$ cat config.mk
export PLATFORM = sky130hd
export DESIGN_NAME = mux_skid_reg
export DESIGN_NICKNAME = d
export VERILOG_FILES = /design/src/rtl/mux_skid_reg.sv
export SDC_FILE = /design/constraint.sdc
export NUM_CORES = 1
export LEC_CHECK = 0
export ABC_AREA = 1
export BUFFER_PORTS_ARGS = -buffer_cell sky130_fd_sc_hd__buf_4
export CELL_PAD_IN_SITES_DETAIL_PLACEMENT = 2
export CELL_PAD_IN_SITES_GLOBAL_PLACEMENT = 2
export CORE_MARGIN = 2
export CORE_UTILIZATION = 28
export CTS_BUF_LIST = sky130_fd_sc_hd__clkbuf_4 sky130_fd_sc_hd__clkbuf_8
export DETAILED_ROUTE_END_ITERATION = 8
export HOLD_SLACK_MARGIN = 0.1
export PLACE_DENSITY = 0.93
export SYNTH_ARGS = -nofsm -noshare
export SYNTH_HDL_FRONTEND = slang
export SYNTH_SLANG_ARGS = --single-unit
$ cat constraint.sdc
create_clock -name clk_i -period 1.6 [get_ports clk_i]
set_input_delay 0.16 -clock clk_i [delete_from_list [all_inputs] [get_ports clk_i]]
set_output_delay 0.16 -clock clk_i [all_outputs]
set_load 0.01 [all_outputs]
$ cat src/rtl/mux_skid_reg.sv
// mux_skid_reg: N-input, WIDTH-bit select stage with a registered output and
// a one-entry skid buffer behind a valid/ready handshake.
//
// Optional feature: define MUX_SKID_SELCHK_EN to build the sticky
// out-of-range select checker driving sel_err_o; otherwise sel_err_o is 0.
//
// Ports:
//   clk_i      clock, rising edge
//   rst_n_i    asynchronous active-low reset
//   data_i     NUM_IN flattened words, input k at [k*WIDTH +: WIDTH]
//   select_i   input index; out-of-range selects yield an all-zero word
//   valid_i    upstream word valid
//   ready_o    stage can accept a word (registered)
//   flush_i    synchronous discard of all held words
//   data_o     registered selected word
//   valid_o    data_o valid
//   ready_i    downstream accepts
//   sel_err_o  sticky out-of-range select flag
module mux_skid_reg #(
  parameter int unsigned WIDTH  = 32,
  parameter int unsigned NUM_IN = 3,
  parameter int unsigned SEL_W  = $clog2(NUM_IN)
) (
  input  logic                    clk_i,
  input  logic                    rst_n_i,
  input  logic [NUM_IN*WIDTH-1:0] data_i,
  input  logic [SEL_W-1:0]        select_i,
  input  logic                    valid_i,
  output logic                    ready_o,
  input  logic                    flush_i,
  output logic [WIDTH-1:0]        data_o,
  output logic                    valid_o,
  input  logic                    ready_i,
  output logic                    sel_err_o
);

  typedef enum logic [1:0] {
    ST_EMPTY = 2'd0,
    ST_ONE   = 2'd1,
    ST_TWO   = 2'd2
  } state_t;

  state_t           state, state_n;
  logic [WIDTH-1:0] main_q, main_n;
  logic [WIDTH-1:0] skid_q, skid_n;
  logic [WIDTH-1:0] sel_w;
  logic             valid_q, ready_q;
  logic             accept, pop;

  // Input select; indices at or above NUM_IN match no lane and give zero.
  always_comb begin
    sel_w = '0;
    for (int unsigned k = 0; k < NUM_IN; k++) begin
      if (select_i == SEL_W'(k)) sel_w = data_i[k*WIDTH +: WIDTH];
    end
  end

  assign accept = valid_i & ready_q;
  assign pop    = valid_q & ready_i;

  // Next state and datapath; flush overrides accept and pop.
  always_comb begin
    state_n = state;
    main_n  = main_q;
    skid_n  = skid_q;
    if (flush_i) begin
      state_n = ST_EMPTY;
    end else begin
      unique case (state)
        ST_EMPTY: begin
          if (accept) begin
            state_n = ST_ONE;
            main_n  = sel_w;
          end
        end
        ST_ONE: begin
          if (accept && pop) begin
            main_n = sel_w;
          end else if (accept) begin
            state_n = ST_TWO;
            skid_n  = sel_w;
          end else if (pop) begin
            state_n = ST_EMPTY;
          end
        end
        ST_TWO: begin
          if (pop) begin
            state_n = ST_ONE;
            main_n  = skid_q;
          end
        end
        default: state_n = ST_EMPTY;
      endcase
    end
  end

  // State and storage registers; valid/ready flops decode next state so the
  // outputs never see a combinational path from ready_i.
  always_ff @(posedge clk_i or negedge rst_n_i) begin
    if (!rst_n_i) begin
      state   <= ST_EMPTY;
      main_q  <= '0;
      skid_q  <= '0;
      valid_q <= 1'b0;
      ready_q <= 1'b1;
    end else begin
      state   <= state_n;
      main_q  <= main_n;
      skid_q  <= skid_n;
      valid_q <= (state_n != ST_EMPTY);
      ready_q <= (state_n != ST_TWO);
    end
  end

  assign data_o  = main_q;
  assign valid_o = valid_q;
  assign ready_o = ready_q;

`ifdef MUX_SKID_SELCHK_EN
  logic sel_oor;
  logic sel_err_q;

  // Zero-extend by one bit so NUM_IN itself is representable.
  assign sel_oor = ({1'b0, select_i} >= (SEL_W + 1)'(NUM_IN));

  // Sticky until reset; flush intentionally leaves it alone.
  always_ff @(posedge clk_i or negedge rst_n_i) begin
    if (!rst_n_i) begin
      sel_err_q <= 1'b0;
    end else if (accept && sel_oor) begin
      sel_err_q <= 1'b1;
    end
  end

  assign sel_err_o = sel_err_q;
`else
  assign sel_err_o = 1'b0;
`endif

endmodule

==> out/metrics.cfg <==
[outcome]
status=completed

[setup_path]
arrival_ns=1.69
cp_cell_sequence=nand4_1, nor2_4, buf_12, nand2_1, o21ai_0
r2r-end=skid_q[11]$_DFFE_PN0P_
rrSetupSlack_ns=0.16
r2r_cells=5
worstSetupStartpointType=flip-flop
worstReg2RegStart=ready_o$_DFF_PN1_
slowest_delay_ns=0.56
required_ns=1.85
setup.worst_path.class=reg -> reg
cpMaxStageDelayCell=dfstp_2
endpoint_kind=flip-flop
path_max_fanout=30

[power]
power_density_nw_per_um2=1234
p_comb_frac=0.352
ir_drop_mv=0.4993
total_power_uw=6444
p_leak_uw=0.002694
seqPwrFrac=0.434
internal-power_uw=4153
clkPwrFrac=0.214
switchingPower_uw=2292
p_sw_frac=0.3556

[finish]
syn_to_final_growth_pct=37.09
fin_cells=825
layout.nets=749
drive_above_1_share=0.2727
layout_common_cells=nand2_1, buf_4, nand3_1, dfrtp_1, inv_1
layout_commonest_cell=nand2_1
n_antenna_cell=0

[worst_hold_path]
hold_path.class=in -> reg
hold_start=data_i[19]
holdPathEnd=skid_q[19]$_DFFE_PN0P_
whs_path_depth=5

[placed_design]
dpl.hpwl_mm=11.27
dpl.cell_count=810
io_buffers=136
dp_slack_ns=0.1430
gp_congestion=0.7723

[timing]
period_share=0.8982
hold_violations=0
max_freq_mhz=695.9
maxSlewViolCount=0
rsz0062_at_grt=no
setup_tns_ns=0
setup_viol=0
clock_skew_ns=0.01558
tightest_slew_ns=0.5172
fin_hold_ws_ns=0.1546
post-route-min-period_ns=1.437
relSlewSlack=0.6552
setup_ws_ns=0.1629

[global_route]
grt_usage=0.2132
grt_start_max_net_pins=37
grt_pass1_vias=4820
grt_first_pass_wirelength_mm=24.49
antenna_found_initial=0
grt_overflow=0

[drt]
wl_mm=14.95
routed_via_density=5.080
drt_first_pass_iters=4
drt_iter0_drc=143
num_vias=4191
wl_per_cell_um=18.12
drc=0
postRouteAntennaNets=0

[die]
core_area_um2=13240
dieArea_um2=14550
ioPinCount=138
initial_core_util=0.2876
core.rowCount=42
die_w_um=120.6
die_height_um=120.6

[synth]
ys_ff_latch=68
netlist_area_um2=3809
netlist_instances=516
yosys_warnings=0
synth_cell_types=21
seq_area_frac_synth=0.4471
syn_nets=619
avgSynthCellArea_um2=7.381

[clocking]
cts_max_path_buffers=2
cts_tree=done
clk_pin_slew_worst_paths_ns=0.08
clk_latency_ns=0.34
cts_setup_buffers=0
h-tree-depth=3
numCtsBuffers=9
cts-resized-gates=0
cts_root_buf=clkbuf_8
cts.sinks=68

[flow_run]
drv_cap=0

[how the worst max path moves through the flow]
stage / startpoint / endpoint / slack (ns) / cells past startpoint
6_report: ready_o$_DFF_PN1_ / skid_q[11]$_DFFE_PN0P_ / 0.16 / 5
5_1_grt: state[0]$_DFF_PN0_ / data_o[23]$_DFFE_PN0P_ / 0.03 / 6
4_1_cts: state[0]$_DFF_PN0_ / data_o[22]$_DFFE_PN0P_ / 0.13 / 6
3_5_place_dp: state[0]$_DFF_PN0_ / data_o[22]$_DFFE_PN0P_ / 0.14 / 6
3_3_place_gp: state[1]$_DFF_PN0_ / data_o[22]$_DFFE_PN0P_ / 0.20 / 5
2_1_floorplan: ready_o$_DFF_PN1_ / data_o[0]$_DFFE_PN0P_ / 0.27 / 8
[layout make-up]
type | instances | area [µm²]
clock inverter | 3 | 40.04
sequential | 68 | 1703
tap | 176 | 220.2
timing repair buffer | 155 | 1241
fill | 1559 | 8021
clock buffer | 11 | 138.9
multi-input combinational | 372 | 1725
inverter | 40 | 152.6
[per-layer routing]
metal	wire length, µm	vias to the layer above	share of wire	GRT usage
met3	706	16	0.047	0.03679
met5	0	-	0	0
met2	7698	112	0.52	0.3821
met1	6366	2094	0.43	0.2602
met4	174	0	0.012	0.06395
li1	-	1969	-	-
[flip-flops by register name (all words and copies together) (netlist names)]
register  count
state         2
data_o       32
ready_o       1
valid_o       1
skid_q       32
[synthesized netlist by cell type]
library cell | number | area (µm²)
nand3_1 | 129 | 645.6
clkbuf_2 | 2 | 10.01
buf_4 | 4 | 30.03
o21ai_1 | 1 | 5.000
nand3b_1 | 1 | 7.510
dfstp_2 | 1 | 26.28
nand4_1 | 33 | 206.5
dfrtp_1 | 67 | 1677
nor2_8 | 1 | 20.02
a21oi_1 | 1 | 5.000
nand2_2 | 2 | 12.51
inv_1 | 38 | 142.6
inv_2 | 1 | 3.750
buf_2 | 24 | 120.1
buf_6 | 6 | 67.56
nor2_4 | 2 | 22.52
o21ai_0 | 32 | 160.2
nand2_1 | 168 | 630.6
or2_2 | 1 | 6.260
conb_1 | 1 | 3.750
inv_4 | 1 | 6.260
[power groups by stage]
stage	logic [µW]	clock network, µW	registers (µW)
after CTS	2320	1410	2800
final	2270	1380	2800
after global placement	2110	0	2780
after detailed placement	2290	0	2820
after global routing	2560	1470	2870
after floorplan	1040	0	2830
[critical path, delay by kind of cell, from the launching register on]
| kind | cells | cell delay [ns] |
|---|---|---|
| AO/OA/AOI/OAI | 1 | 0.09 |
| buffers and inverters | 1 | 0.19 |
| flip-flops | 1 | 0.56 |
| AND/OR/NAND/NOR | 3 | 0.49 |
[stage by stage]
step           area (µm²)    util
3_3_place_gp         5032  0.3800
2_1_floorplan        3809       -
5_1_grt              5221  0.3943
4_1_cts              5221  0.3943
6_report             5221  0.3943
3_5_place_dp         5032  0.3800
[cells by family (layout without fill, tap and decap cells)]
family                 Yosys count  in the layout  share of synthesized area
AOI/OAI and AO/OA               34             34                    0.04467
buffers and inverters           76            209                    0.09987
DFF                             68             68                     0.4471
other                            1              1                  0.0009846
and+or+nand+nor                337            337                     0.4074
[timing repair]
item	in CTS	in global routing
endpoints found under the setup margin	0	0
endpoints found under the hold margin	34	0
hold buffers	1	0
No activity file was read; power rests on OpenSTA's default activity.
